--- config.mk ---
export PLATFORM = sky130hd
export DESIGN_NAME = if_stage
export DESIGN_NICKNAME = d
export VERILOG_FILES = /design/src/rtl/if_stage.sv
export SDC_FILE = /design/constraint.sdc
export NUM_CORES = 1
export LEC_CHECK = 0
export BUFFER_PORTS_ARGS = -buffer_cell sky130_fd_sc_hd__buf_2
export CAP_MARGIN = 20
export CELL_PAD_IN_SITES_DETAIL_PLACEMENT = 0
export CELL_PAD_IN_SITES_GLOBAL_PLACEMENT = 1
export CORE_ASPECT_RATIO = 0.9
export CORE_MARGIN = 4
export CORE_UTILIZATION = 44
export CTS_CLUSTER_SIZE = 40
export DETAILED_ROUTE_END_ITERATION = 8
export PLACE_DENSITY = 0.9
export REMOVE_ABC_BUFFERS = 1
export SYNTH_ARGS = -nofsm -noshare
export SYNTH_HDL_FRONTEND = slang
export SYNTH_HIERARCHICAL = 1
export SYNTH_SLANG_ARGS = --single-unit
--- constraint.sdc ---
create_clock -name clk -period 7.95 [get_ports clk]
set_input_delay 0.795 -clock clk [delete_from_list [all_inputs] [get_ports clk]]
set_output_delay 0.795 -clock clk [all_outputs]
set_load 0.05 [all_outputs]
--- src/rtl/if_stage.sv ---
// if_stage: fetch PC, 1-cycle synchronous imem reads, 2-entry return queue to decode.
// Latency: first valid 2 cycles after reset release; a redirect target is valid 3 cycles after the redirect.
// Backpressure: id_ready_i low holds the head; issue stops once queued + in-flight entries reach 2.
// Build option: define IF_PERF_CNT_EN to add the perf_fetch_cnt_o / perf_bubble_cnt_o counters.

// sync_fifo: generic synchronous FIFO with a single-cycle flush.
// Latency: a pushed word is visible at head_dat the cycle after the push.
// Backpressure: none internally; the caller must not push when full unless it also pops.
module sync_fifo #(
  parameter int W     = 8,
  parameter int DEPTH = 2,
  localparam int PTR_W = (DEPTH > 1) ? $clog2(DEPTH) : 1,
  localparam int CNT_W = $clog2(DEPTH + 1)
) (
  input  logic             clk,
  input  logic             rst_n,
  input  logic             flush,
  input  logic             push,
  input  logic [W-1:0]     push_dat,
  input  logic             pop,
  output logic [W-1:0]     head_dat,
  output logic [CNT_W-1:0] count
);

  logic [W-1:0]     mem_q [DEPTH];
  logic [PTR_W-1:0] head_q;
  logic [PTR_W-1:0] tail_q;
  logic [CNT_W-1:0] count_q;

  function automatic logic [PTR_W-1:0] ptr_inc(input logic [PTR_W-1:0] p);
    return (p == PTR_W'(DEPTH - 1)) ? '0 : p + 1'b1;
  endfunction

  // Pointer and occupancy bookkeeping; a flush empties the FIFO and overrides push/pop.
  always_ff @(posedge clk or negedge rst_n) begin
    if (!rst_n) begin
      head_q  <= '0;
      tail_q  <= '0;
      count_q <= '0;
    end else if (flush) begin
      head_q  <= '0;
      tail_q  <= '0;
      count_q <= '0;
    end else begin
      if (push) tail_q <= ptr_inc(tail_q);
      if (pop)  head_q <= ptr_inc(head_q);
      case ({push, pop})
        2'b10:   count_q <= count_q + 1'b1;
        2'b01:   count_q <= count_q - 1'b1;
        default: count_q <= count_q;
      endcase
    end
  end

  // Storage write; contents are only meaningful while count says so, so no reset is needed.
  always_ff @(posedge clk) begin
    if (push && !flush) mem_q[tail_q] <= push_dat;
  end

  assign head_dat = mem_q[head_q];
  assign count    = count_q;

endmodule

module if_stage #(
  parameter int                PC_W     = 32,
  parameter int                INST_W   = 32,
  parameter logic [PC_W-1:0]   RESET_PC = '0,
  parameter logic [INST_W-1:0] NOP_INST = 32'h00000013
) (
  input  logic              clk,
  input  logic              rst_n,
  output logic              imem_en_o,
  output logic [PC_W-1:0]   imem_addr_o,
  input  logic [INST_W-1:0] imem_rdata_i,
  input  logic              redirect_i,
  input  logic [PC_W-1:0]   redirect_pc_i,
  input  logic              id_ready_i,
  output logic              if_valid_o,
  output logic [INST_W-1:0] inst_o,
  output logic [PC_W-1:0]   pc_o,
  output logic [PC_W-1:0]   pc_plus_o
`ifdef IF_PERF_CNT_EN
  ,
  output logic [31:0]       perf_fetch_cnt_o,
  output logic [31:0]       perf_bubble_cnt_o
`endif
);

  typedef struct packed {
    logic [INST_W-1:0] inst;
    logic [PC_W-1:0]   pc;
  } entry_t;

  logic [PC_W-1:0] fetch_pc_q;
  logic [PC_W-1:0] issue_pc_q;
  logic            inflight_q;
  logic            kill_q;

  logic            deq;
  logic            enq;
  logic            issue;
  logic [2:0]      occupancy;
  logic [1:0]      q_count;
  entry_t          enq_entry;
  entry_t          head;

  // Head of the queue is what decode sees; everything downstream of it is registered.
  assign if_valid_o = (q_count != 2'd0);

  // A redirect discards the head, so it never counts as accepted.
  assign deq = if_valid_o & id_ready_i & ~redirect_i;

  // Slots already committed: queued entries plus the return still on its way, less the one leaving.
  assign occupancy = {1'b0, q_count} + {2'b00, inflight_q} - {2'b00, deq};

  // rst_n gates the request so imem sees no read while reset is held.
  assign issue = rst_n & ~redirect_i & (occupancy < 3'd2);

  assign imem_en_o   = issue;
  assign imem_addr_o = fetch_pc_q;

  // Returns are dropped when stale (kill_q) or when a redirect lands on the same cycle.
  assign enq            = inflight_q & ~kill_q & ~redirect_i;
  assign enq_entry.inst = imem_rdata_i;
  assign enq_entry.pc   = issue_pc_q;

  sync_fifo #(
    .W     ($bits(entry_t)),
    .DEPTH (2)
  ) u_queue (
    .clk      (clk),
    .rst_n    (rst_n),
    .flush    (redirect_i),
    .push     (enq),
    .push_dat (enq_entry),
    .pop      (deq),
    .head_dat (head),
    .count    (q_count)
  );

  // Fetch PC: redirect target wins, otherwise advance on each issued request (wraps silently).
  always_ff @(posedge clk or negedge rst_n) begin
    if (!rst_n) begin
      fetch_pc_q <= RESET_PC;
    end else if (redirect_i) begin
      fetch_pc_q <= redirect_pc_i;
    end else if (issue) begin
      fetch_pc_q <= fetch_pc_q + 1'b1;
    end
  end

  // Track the outstanding request and the PC it was issued for, to tag the return.
  always_ff @(posedge clk or negedge rst_n) begin
    if (!rst_n) begin
      inflight_q <= 1'b0;
      issue_pc_q <= '0;
    end else begin
      inflight_q <= issue;
      if (issue) issue_pc_q <= fetch_pc_q;
    end
  end

  // A return must be killed only if a request was issued in the redirect cycle itself;
  // with single-cycle imem and no issue on redirect this stays low.
  always_ff @(posedge clk or negedge rst_n) begin
    if (!rst_n) begin
      kill_q <= 1'b0;
    end else begin
      kill_q <= redirect_i & imem_en_o;
    end
  end

  assign inst_o    = if_valid_o ? head.inst : NOP_INST;
  assign pc_o      = if_valid_o ? head.pc : '0;
  assign pc_plus_o = if_valid_o ? head.pc + 1'b1 : '0;

`ifdef IF_PERF_CNT_EN
  // Accepted instructions and decode-ready-but-starved cycles, both free-running.
  always_ff @(posedge clk or negedge rst_n) begin
    if (!rst_n) begin
      perf_fetch_cnt_o  <= 32'd0;
      perf_bubble_cnt_o <= 32'd0;
    end else begin
      if (deq)                      perf_fetch_cnt_o  <= perf_fetch_cnt_o + 32'd1;
      if (id_ready_i & ~if_valid_o) perf_bubble_cnt_o <= perf_bubble_cnt_o + 32'd1;
    end
  end
`endif

endmodule

==> results.yml, run 1 <==
run_status:
  outcome: "completed"
sta:
  rsz0062_at_grt: "no"
  holdWs_ns: 0.471
  fin_crit_sh_pct: 62.8
  fin_setup_tns_ns: 0
  finalHoldViolCount: 0
  worst_pin_slew_ns: 1.03
  final.setup_skew_ns: 0.0112
  setup_slack_ns: 2.95
  max_freq_ghz: 0.200
  drv_slew: 0
  setup_viol: 0
  post-route-min-period_ns: 5.00
  slew_headroom_pct: 31.4
setup_path:
  crit_arrival_ns: 4.20
  crit_type: "in -> out"
  critPathCaptureType: "primary output"
  cp-start-kind: "primary input"
  crit_required_ns: 7.15
  crit_fanout: 62
placement:
  place_congestion: 0.813
  hpwlAfterDp_um: 14900
  pre_cts_ws_ns: 2.89
  placed_area_um2: 10700
  place_inst: 1243
  port_buffers: 197
cts:
  clkTransAtPathRegs_ns: 0.06
  cts_max_level: 4
  clockBufferDepth: 2
  cts_tree: "done"
  worstSkewPairLatency_ns: 0.42
  cts_sinks: 198
  cts_setup_buffers: 0
  cts_buffers: 17
  cts_root_buf: "clkbuf_16"
  cts-resized-gates: 0
  cts.hold.buffers_added: 0
detailed_routing:
  via_count: 6538
  firstDrtPassIters: 4
  wl_per_cell_um: 16.7
  drc: 0
  vias_per_cell: 5.13
  ant_nets: 0
  wirelength_um: 21300
  drt-initial-drc-count: 452
synth:
  synth_warnings: 6
  ys_seq_area_share_pct: 58.6
  synth-compound-area-share_pct: 4.38
  syn_area_per_cell_um2: 12.1
  synth_xor_area_share_pct: 3.21
  yosys.area_share.simple_pct: 20.5
  synth.top_cells.by_count: "nand2_1, edfxtp_1, dfrtp_1, and2_1, nor2_1"
  synth_top_family_by_area: "simple AND/OR/NAND/NOR gates"
  ys_types: 55
  ys_async_sr_fraction_pct: 35.4
  synth.most_common_cell: "nand2_1"
  synth_mux_area_share_pct: 9.94
  synthCells: 791
  yosys.area.top_type: "edfxtp_1"
  synthFlopType: "edfxtp_1"
  synth_adder_area_share_pct: 0.603
  synth_edf_count: 128
  synthTopCellsByArea: "edfxtp_1, dfrtp_1, mux2_4"
  synthesis.area_um2: 9540
  synth-seq-cells: 198
  synth_top_area_share_pct: 40.3
layout:
  regArea_um2: 5600
  fin_cells: 1275
  finalNetCount: 1048
  fin_util_pct: 53.5
  fillers: 1906
  design_area_um2: 11300
  diodes: 0
  drive_gt1_share_pct: 31.7
  area_delta_synth_final_pct: 18.3
  multi_input_area_um2: 3700
global_routing:
  grt_pass1_wl_um: 33800
  first_global_vias: 6383
  gr-total-overflow: 0
  grt_max_degree: 72
  grt_usage_pct: 17.7
  grt_antenna_before_repair: 0
pwr:
  power_density_nw_per_um2: 223
  total_leakage_power_nw: 4.84
  ir_drop_mv: 0.117
  power.total_mw: 2.52
die:
  design.die.area_um2: 24100
  pin_count: 198
  std_cell_rows: 50
  die_h_um: 148
  die_w_um: 163
  start_util_pct: 45.3
  core-area_um2: 21100
worst_hold_path:
  hold_path.class: "reg -> reg"
flow_run:
  maxCapViolCount: 0
power breakdown:
part	internal, mW	switching [mW]
registers	1.19	0.0815
logic	0.125	0.322
clock network	0.433	0.363
total	1.75	0.766
flip-flops by register name (all words and copies together), names as in the netlist:
name            cells
u_queue/count       2
u_queue/head_q      1
issue_pc_q         32
imem_addr_o        32
u_queue/tail_q      1
u_queue/mem_q     128
kill_q              1
inflight_q          1
placed cells by master (no fill, tap or decap), types with 5 or more instances in the layout:
cell and count:
and2_1 68, o211ai_1 6, nand4_1 24, o21ai_1 9, dfrtp_1 69, nor2_1 50, xnor2_1 14, nand2b_1 9
nor2b_1 7, a21oi_1 9, and3_1 12, and4_1 5, clkbuf_16 17, nand3_1 19, edfxtp_1 128, nor3_1 7
o21ai_0 18, inv_1 9, nand2_1 132, buf_4 9, or3_1 6, nand3b_1 6, buf_2 197, xor2_1 21
a221o_1 7, mux2_4 50, mux2_2 14
critical path: stages:
cell and delay (ns):
buf_2 0.09, buf_4 0.29, nor3b_1 0.62, ha_1 0.34, nand2b_1 0.15, fa_1 0.38
xor2_1 0.16, or3_2 0.45, buf_4 0.32, inv_2 0.25, buf_2 0.30
kinds of logic after synthesis:
group           after synthesis
simple gates                371
compound gates               64
flops                       198
mux                          68
fa+ha+maj                     4
buf+inv                      50
xor+xnor                     35
other cells                   1
metal layers:
metal	GRT usage [%]	share of wire [%]
met5	0	0
met3	3.62	6.2
met4	5.87	1.3
met2	28.3	47
met1	24.2	45
worst paths after layout:
| path | start | end | slack, ns | depth (start not counted) |
|---|---|---|---|---|
| worst max-delay path | redirect_i | imem_en_o | 2.95 | 11 |
| worst min-delay path | issue_pc_q[14]$_DFFE_PN0P_ | u_queue/mem_q[1][14]$_DFFE_PP_ | 0.47 | 0 |
| worst max register to register | u_queue/count[1]$_DFFE_PN0P_ | imem_addr_o[26]$_DFFE_PN0P_ | 3.35 | 14 |
| worst min register to register | issue_pc_q[14]$_DFFE_PN0P_ | u_queue/mem_q[1][14]$_DFFE_PP_ | 0.47 | 0 |
| max in group asynchronous | rst_n | u_queue/head_q$_DFFE_PN0P_ | 6.72 | 2 |
| min in group asynchronous | rst_n | imem_addr_o[0]$_DFFE_PN0P_ | 0.57 | 2 |
area by class of cell:
class	instances	share of cell area, %
Timing Repair Buffer	206	9.33
Inverter	10	0.333
Sequential cell	198	49.6
Tap cell	286	3.17
Multi-Input combinational cell	543	32.7
Clock buffer	21	3.90
Clock inverter	11	0.898
Power figures use the tool's default switching activity.
==> run 2: changes to the inputs <==
ABC_AREA = 1   (was unset)
CORE_UTILIZATION = 38   (was 44)
PLACE_DENSITY = 0.85   (was 0.9)
clock period = 4.2 ns   (was 7.95 ns; I/O delays follow)
==> run 2 against run 1 <==
Net effect:
- largest power group unchanged
- register-to-register slack worse by 2.6 ns
- sequential power is 100% higher
- via count is 21% higher
- combinational power grew to 3.6 times the previous value
- critical path depth is 1 higher
- final cell count is 31% higher
- highest routed layer unchanged
- worst setup slack worse by 2.4 ns
==> results.yml, run 2 <==
run_status:
  outcome: "completed"
cts:
  clkTransAtPathRegs_ns: 0.09
  cts_buffers: 17
  worstSkewPairLatency_ns: 0.44
  cts_root_buf: "clkbuf_16"
  cts_max_level: 4
  clockBufferDepth: 2
  cts_sinks: 198
  cts.hold.buffers_added: 0
  cts-resized-gates: 0
  cts_setup_buffers: 0
  cts_tree: "done"
die:
  std_cell_rows: 56
  pin_count: 198
  core-area_um2: 26300
  die_h_um: 164
  die_w_um: 181
  design.die.area_um2: 29600
  start_util_pct: 38.9
setup_path:
  crit_type: "reg -> out"
  crit_arrival_ns: 3.24
  cp_top_family: "buffers and inverters"
  crit_required_ns: 3.78
  crit_fanout: 36
  crit_path_max_incr_delay_ns: 0.52
  crit_start: "u_queue/count[1]$_DFFE_PN0P_"
  cp-start-kind: "flip-flop"
  timing.rr.end: "imem_addr_o[4]$_DFFE_PN0P_"
  cp_cell_sequence: "nor2_4, buf_4, nor2_1, ha_1, inv_1, nand2_1, fa_1, nand2_1, nor2_1, nand2_2, inv_4, buf_2"
  r2r_cells: 15
  timing.rr.start: "u_queue/count[1]$_DFFE_PN0P_"
  path_buf_inv: 4
  cpMaxStageDelayCell: "dfrtp_1"
  critPathCaptureType: "primary output"
  r2r_slack_ns: 0.78
synth:
  synth.top_cells.by_count: "nand2_1, nor2_1, inv_1, edfxtp_1, dfrtp_1"
  synth.most_common_cell: "nand2_1"
  synth_edf_count: 128
  ys_types: 34
  synth_warnings: 6
  ys_seq_area_share_pct: 54.8
  syn_area_per_cell_um2: 9.19
  synth-seq-cells: 198
  synthTopCellsByArea: "edfxtp_1, dfrtp_1, nand2_1"
  synthFlopType: "edfxtp_1"
  yosys.area.top_type: "edfxtp_1"
  ys_async_sr_fraction_pct: 35.4
  synthCells: 1111
  synthesis.area_um2: 10200
  synth_top_area_share_pct: 37.6
detailed_routing:
  via_count: 7920
  firstDrtPassIters: 5
  vias_per_cell: 4.75
  top_layer_used: "met4"
  wl_met3_um: 1520
  wirelength_um: 26000
  wl_per_cell_um: 15.6
  drc: 0
  ant_nets: 0
  routedLengthMet1_um: 12600
  routed-wl-met2_um: 11600
  drt-initial-drc-count: 631
worst_hold_path:
  worstHoldStart: "imem_rdata_i[9]"
  min_to: "u_queue/mem_q[1][41]$_DFFE_PP_"
  hold_path.class: "in -> reg"
  min_path_cells: 1
pwr:
  clkPwrFrac_pct: 28.9
  seqPwrFrac_pct: 44.0
  total_leakage_power_nw: 5.53
  internal_power_mw: 3.59
  p_comb_share_pct: 27.1
  swShare_pct: 39.3
  switchingPower_mw: 2.32
  ir_drop_mv: 0.437
  power_density_nw_per_um2: 486
layout:
  final_cell_mix: "nand2_1, buf_2, nor2_1"
  multi_input_area_um2: 3900
  mostFrequentLayoutCell: "nand2_1"
  regMostFlops: "u_queue/mem_q"
  area_delta_synth_final_pct: 19.1
  largest_register_ffs: 128
  drive_gt1_share_pct: 27.1
  regArea_um2: 5600
  finalNetCount: 1378
  diodes: 0
  fillers: 2531
  design_area_um2: 12200
global_routing:
  grt_antenna_before_repair: 0
  grt_usage_pct: 17.4
  first_global_vias: 7563
  grt_pass1_wl_um: 40900
  grt_max_degree: 76
  gr-total-overflow: 0
sta:
  final.setup_skew_ns: 0.0134
  post-route-min-period_ns: 3.66
  fin_crit_sh_pct: 87.2
  rsz0062_at_grt: "no"
  drv_slew: 0
  finalHoldViolCount: 0
  max_freq_ghz: 0.273
  fin_setup_tns_ns: 0
  setup_viol: 0
  slew_headroom_pct: 40.1
  worst_pin_slew_ns: 0.899
flow_run:
  maxCapViolCount: 0
placement:
  place_congestion: 0.894
  port_buffers: 197
  placed_area_um2: 11500
  hpwlAfterDp_um: 19400
-- run 2: cell types whose count changed after synthesis, moves of 14 or more --
cell | before | now
and2_1 | 68 | 0
clkbuf_1 | 25 | 8
inv_1 | 9 | 132
nand2_1 | 132 | 287
nand3_1 | 19 | 64
nand4_1 | 24 | 6
nor2_1 | 51 | 177
nor2_2 | 0 | 15
o21ai_0 | 18 | 42
xor2_1 | 21 | 7
-- run 2: cells by family after synthesis --
group	count (synthesis)	synth area share (%)
other	1	0.0367
AOI/OAI and AO/OA	74	3.75
xor gates and xnor gates	10	0.858
buffers and inverters	173	7.25
adders and majority gates	4	0.564
muxes	64	8.45
DFF	198	54.8
and+or+nand+nor	587	24.3
-- run 2: worst max path at each step --
stage / to / slack, ns / depth (start not counted)
6_report: imem_en_o / 0.54 / 12
5_1_grt: imem_en_o / 0.30 / 12
4_1_cts: imem_en_o / 0.50 / 12
3_5_place_dp: imem_addr_o[4]$_DFFE_PN0P_ / 0.78 / 15
3_3_place_gp: imem_addr_o[4]$_DFFE_PN0P_ / 0.85 / 16
2_1_floorplan: imem_en_o / -1.23 / 10
-- run 2: cell type report --
class                   count  share of cell area [%]
clock buffers              17                    3.50
well taps                 348                    3.58
repair buffers            208                    8.78
flip-flops and latches    198                    46.0
inverters                 141                    4.37
multi-input cells         740                    32.0
clock inverters            15                    1.70
-- run 2: stage by stage --
stage | hold slack (ns) | util, % | total power [mW] | setup slack (ns) | std cells
floorplan | 0.124 | - | 3.75 | -1.23 | 1079
global placement | 0.450 | 43.9 | 4.21 | 0.848 | 1635
detailed placement | 0.461 | 43.9 | 4.25 | 0.782 | 1635
CTS | 0.136 | 46.3 | 5.96 | 0.501 | 1667
global route | 0.137 | 46.3 | 6.20 | 0.296 | 1667
finish | 0.159 | 46.3 | 5.92 | 0.537 | 1667
-- run 2: power by group through the flow --
stage	combinational, mW	clock [mW]	sequential (mW)
floorplan	1.00	0	2.75
global placement	1.59	0	2.62
detailed placement	1.61	0	2.64
CTS	1.62	1.75	2.60
global route	1.74	1.83	2.63
finish	1.60	1.71	2.60
-- run 2: routing by layer --
metal  GRT usage, %  vias up
met5              0        -
met4           3.40        0
met3           3.50       17
met2           27.1      255
met1           25.5     3680
li1               -     3968
==> run 3: changes to the inputs <==
CORE_UTILIZATION = 42   (was 38)
PLACE_DENSITY = 0.89   (was 0.85)
clock period = 3.78 ns   (was 4.2 ns; I/O delays follow)
==> run 3 against run 2 <==
Net effect:
- via count shrank 0.88%
- global-route usage grew 1.7 points
- critical path type unchanged
- count of clock-buffer cells in the layout is the same
- largest power group unchanged
- highest routed layer unchanged
- largest cell class unchanged
- register-to-register slack gained 0.17 ns
- critical endpoint unchanged
==> results.yml, run 3 (synthesized netlist as in run 2, its figures left out) <==
detailed_routing:
  drt-initial-drc-count: 620
  via_count: 7850
  wirelength_um: 25100
  drc: 0
  vias_per_cell: 4.85
  ant_nets: 0
  wl_met3_um: 1500
  routedLengthMet1_um: 12400
  routed-wl-met2_um: 10700
  firstDrtPassIters: 5
  wl_per_cell_um: 15.5
  top_layer_used: "met4"
sta:
  fin_crit_sh_pct: 91.0
  setup_viol: 0
  max_freq_ghz: 0.291
  setup_slack_ns: 0.339
  post-route-min-period_ns: 3.44
  drv_slew: 0
  final.setup_skew_ns: 0.0140
  rsz0062_at_grt: "no"
  worst_pin_slew_ns: 0.907
  slew_headroom_pct: 39.5
  fin_setup_tns_ns: 0
  finalHoldViolCount: 0
global_routing:
  gr-total-overflow: 0
  grt_max_degree: 90
  grt_antenna_before_repair: 0
  first_global_vias: 7674
  grt_usage_pct: 19.1
  grt_pass1_wl_um: 40400
cts:
  cts_buffers: 17
  clkTransAtPathRegs_ns: 0.09
  worstSkewPairLatency_ns: 0.44
  cts_setup_buffers: 0
  cts-resized-gates: 0
  cts_max_level: 4
  clockBufferDepth: 2
  cts_sinks: 198
  cts.hold.buffers_added: 0
  cts_root_buf: "clkbuf_16"
  cts_tree: "done"
placement:
  pre_cts_ws_ns: 0.723
  port_buffers: 197
  place_congestion: 0.900
  place_inst: 1586
  hpwlAfterDp_um: 18400
setup_path:
  timing.rr.start: "u_queue/count[1]$_DFFE_PN0P_"
  cp_top_family: "buffers and inverters"
  crit_path_max_incr_delay_ns: 0.49
  crit_fanout: 36
  cpMaxStageDelayCell: "dfrtp_1"
  cp-start-kind: "flip-flop"
  critPathCaptureType: "primary output"
  crit_required_ns: 3.40
  path_buf_inv: 4
  crit_arrival_ns: 3.06
  crit_type: "reg -> out"
  cp_cell_sequence: "nor2_4, nor2_1, buf_4, ha_1, inv_1, nand2_1, fa_1, nand2_1, nor2_1, nand2_2, inv_4, buf_2"
  crit_start: "u_queue/count[1]$_DFFE_PN0P_"
die:
  die_h_um: 156
  core-area_um2: 23700
  start_util_pct: 43.1
  design.die.area_um2: 26900
  die_w_um: 172
  pin_count: 198
  std_cell_rows: 53
worst_hold_path:
  hold_path.class: "in -> reg"
  worstHoldStart: "imem_rdata_i[12]"
pwr:
  power.total_mw: 6.51
  ir_drop_mv: 0.287
  total_leakage_power_nw: 5.51
  power_density_nw_per_um2: 538
layout:
  finalNetCount: 1375
  mostFrequentLayoutCell: "nand2_1"
  regMostFlops: "u_queue/mem_q"
  fin_util_pct: 51.1
  area_delta_synth_final_pct: 18.5
  final_cell_mix: "nand2_1, buf_2, nor2_1"
  fin_cells: 1618
  largest_register_ffs: 128
  drive_gt1_share_pct: 26.9
  diodes: 0
flow_run:
  maxCapViolCount: 0
run_status:
  outcome: "completed"
[run 3: where the power goes]
group,internal [mW],switching (mW)
sequential,2.62,0.266
combinational,0.435,1.34
clock,0.911,0.933
[run 3: cell type report]
type,instances,area [µm²]
fill,2192,11600
sequential,198,5600
multi-input combinational,740,3900
timing repair buffer,205,1070
inverter,141,532
clock buffer,17,425
tap,302,378
clock inverter,15,195
[run 3: layer usage]
layer | vias up | track usage, %
li1 | 3958 | -
met1 | 3616 | 28.5
met2 | 248 | 28.1
met3 | 28 | 4.13
met4 | 0 | 5.54
met5 | - | 0
[run 3: final timing paths]
path                                                        to  slack (ns)  depth (start not counted)
worst max-delay path                                 imem_en_o        0.34                         12
worst min-delay path            u_queue/mem_q[0][44]$_DFFE_PP_        0.12                          1
worst max register to register     imem_addr_o[23]$_DFFE_PN0P_        0.95                         14
worst min register to register  u_queue/mem_q[0][20]$_DFFE_PP_        0.48                          0
max in group asynchronous           u_queue/head_q$_DFFE_PN0P_        2.91                          2
min in group asynchronous          imem_addr_o[22]$_DFFE_PN0P_        0.19                          2
[run 3: stage by stage]
stage | hold WS, ns | instance area (µm²)
6_report | 0.115 | 12100
5_1_grt | 0.0953 | 12100
4_1_cts | 0.103 | 12100
3_5_place_dp | 0.451 | 11500
3_3_place_gp | 0.449 | 11500
2_1_floorplan | 0.0824 | 10000
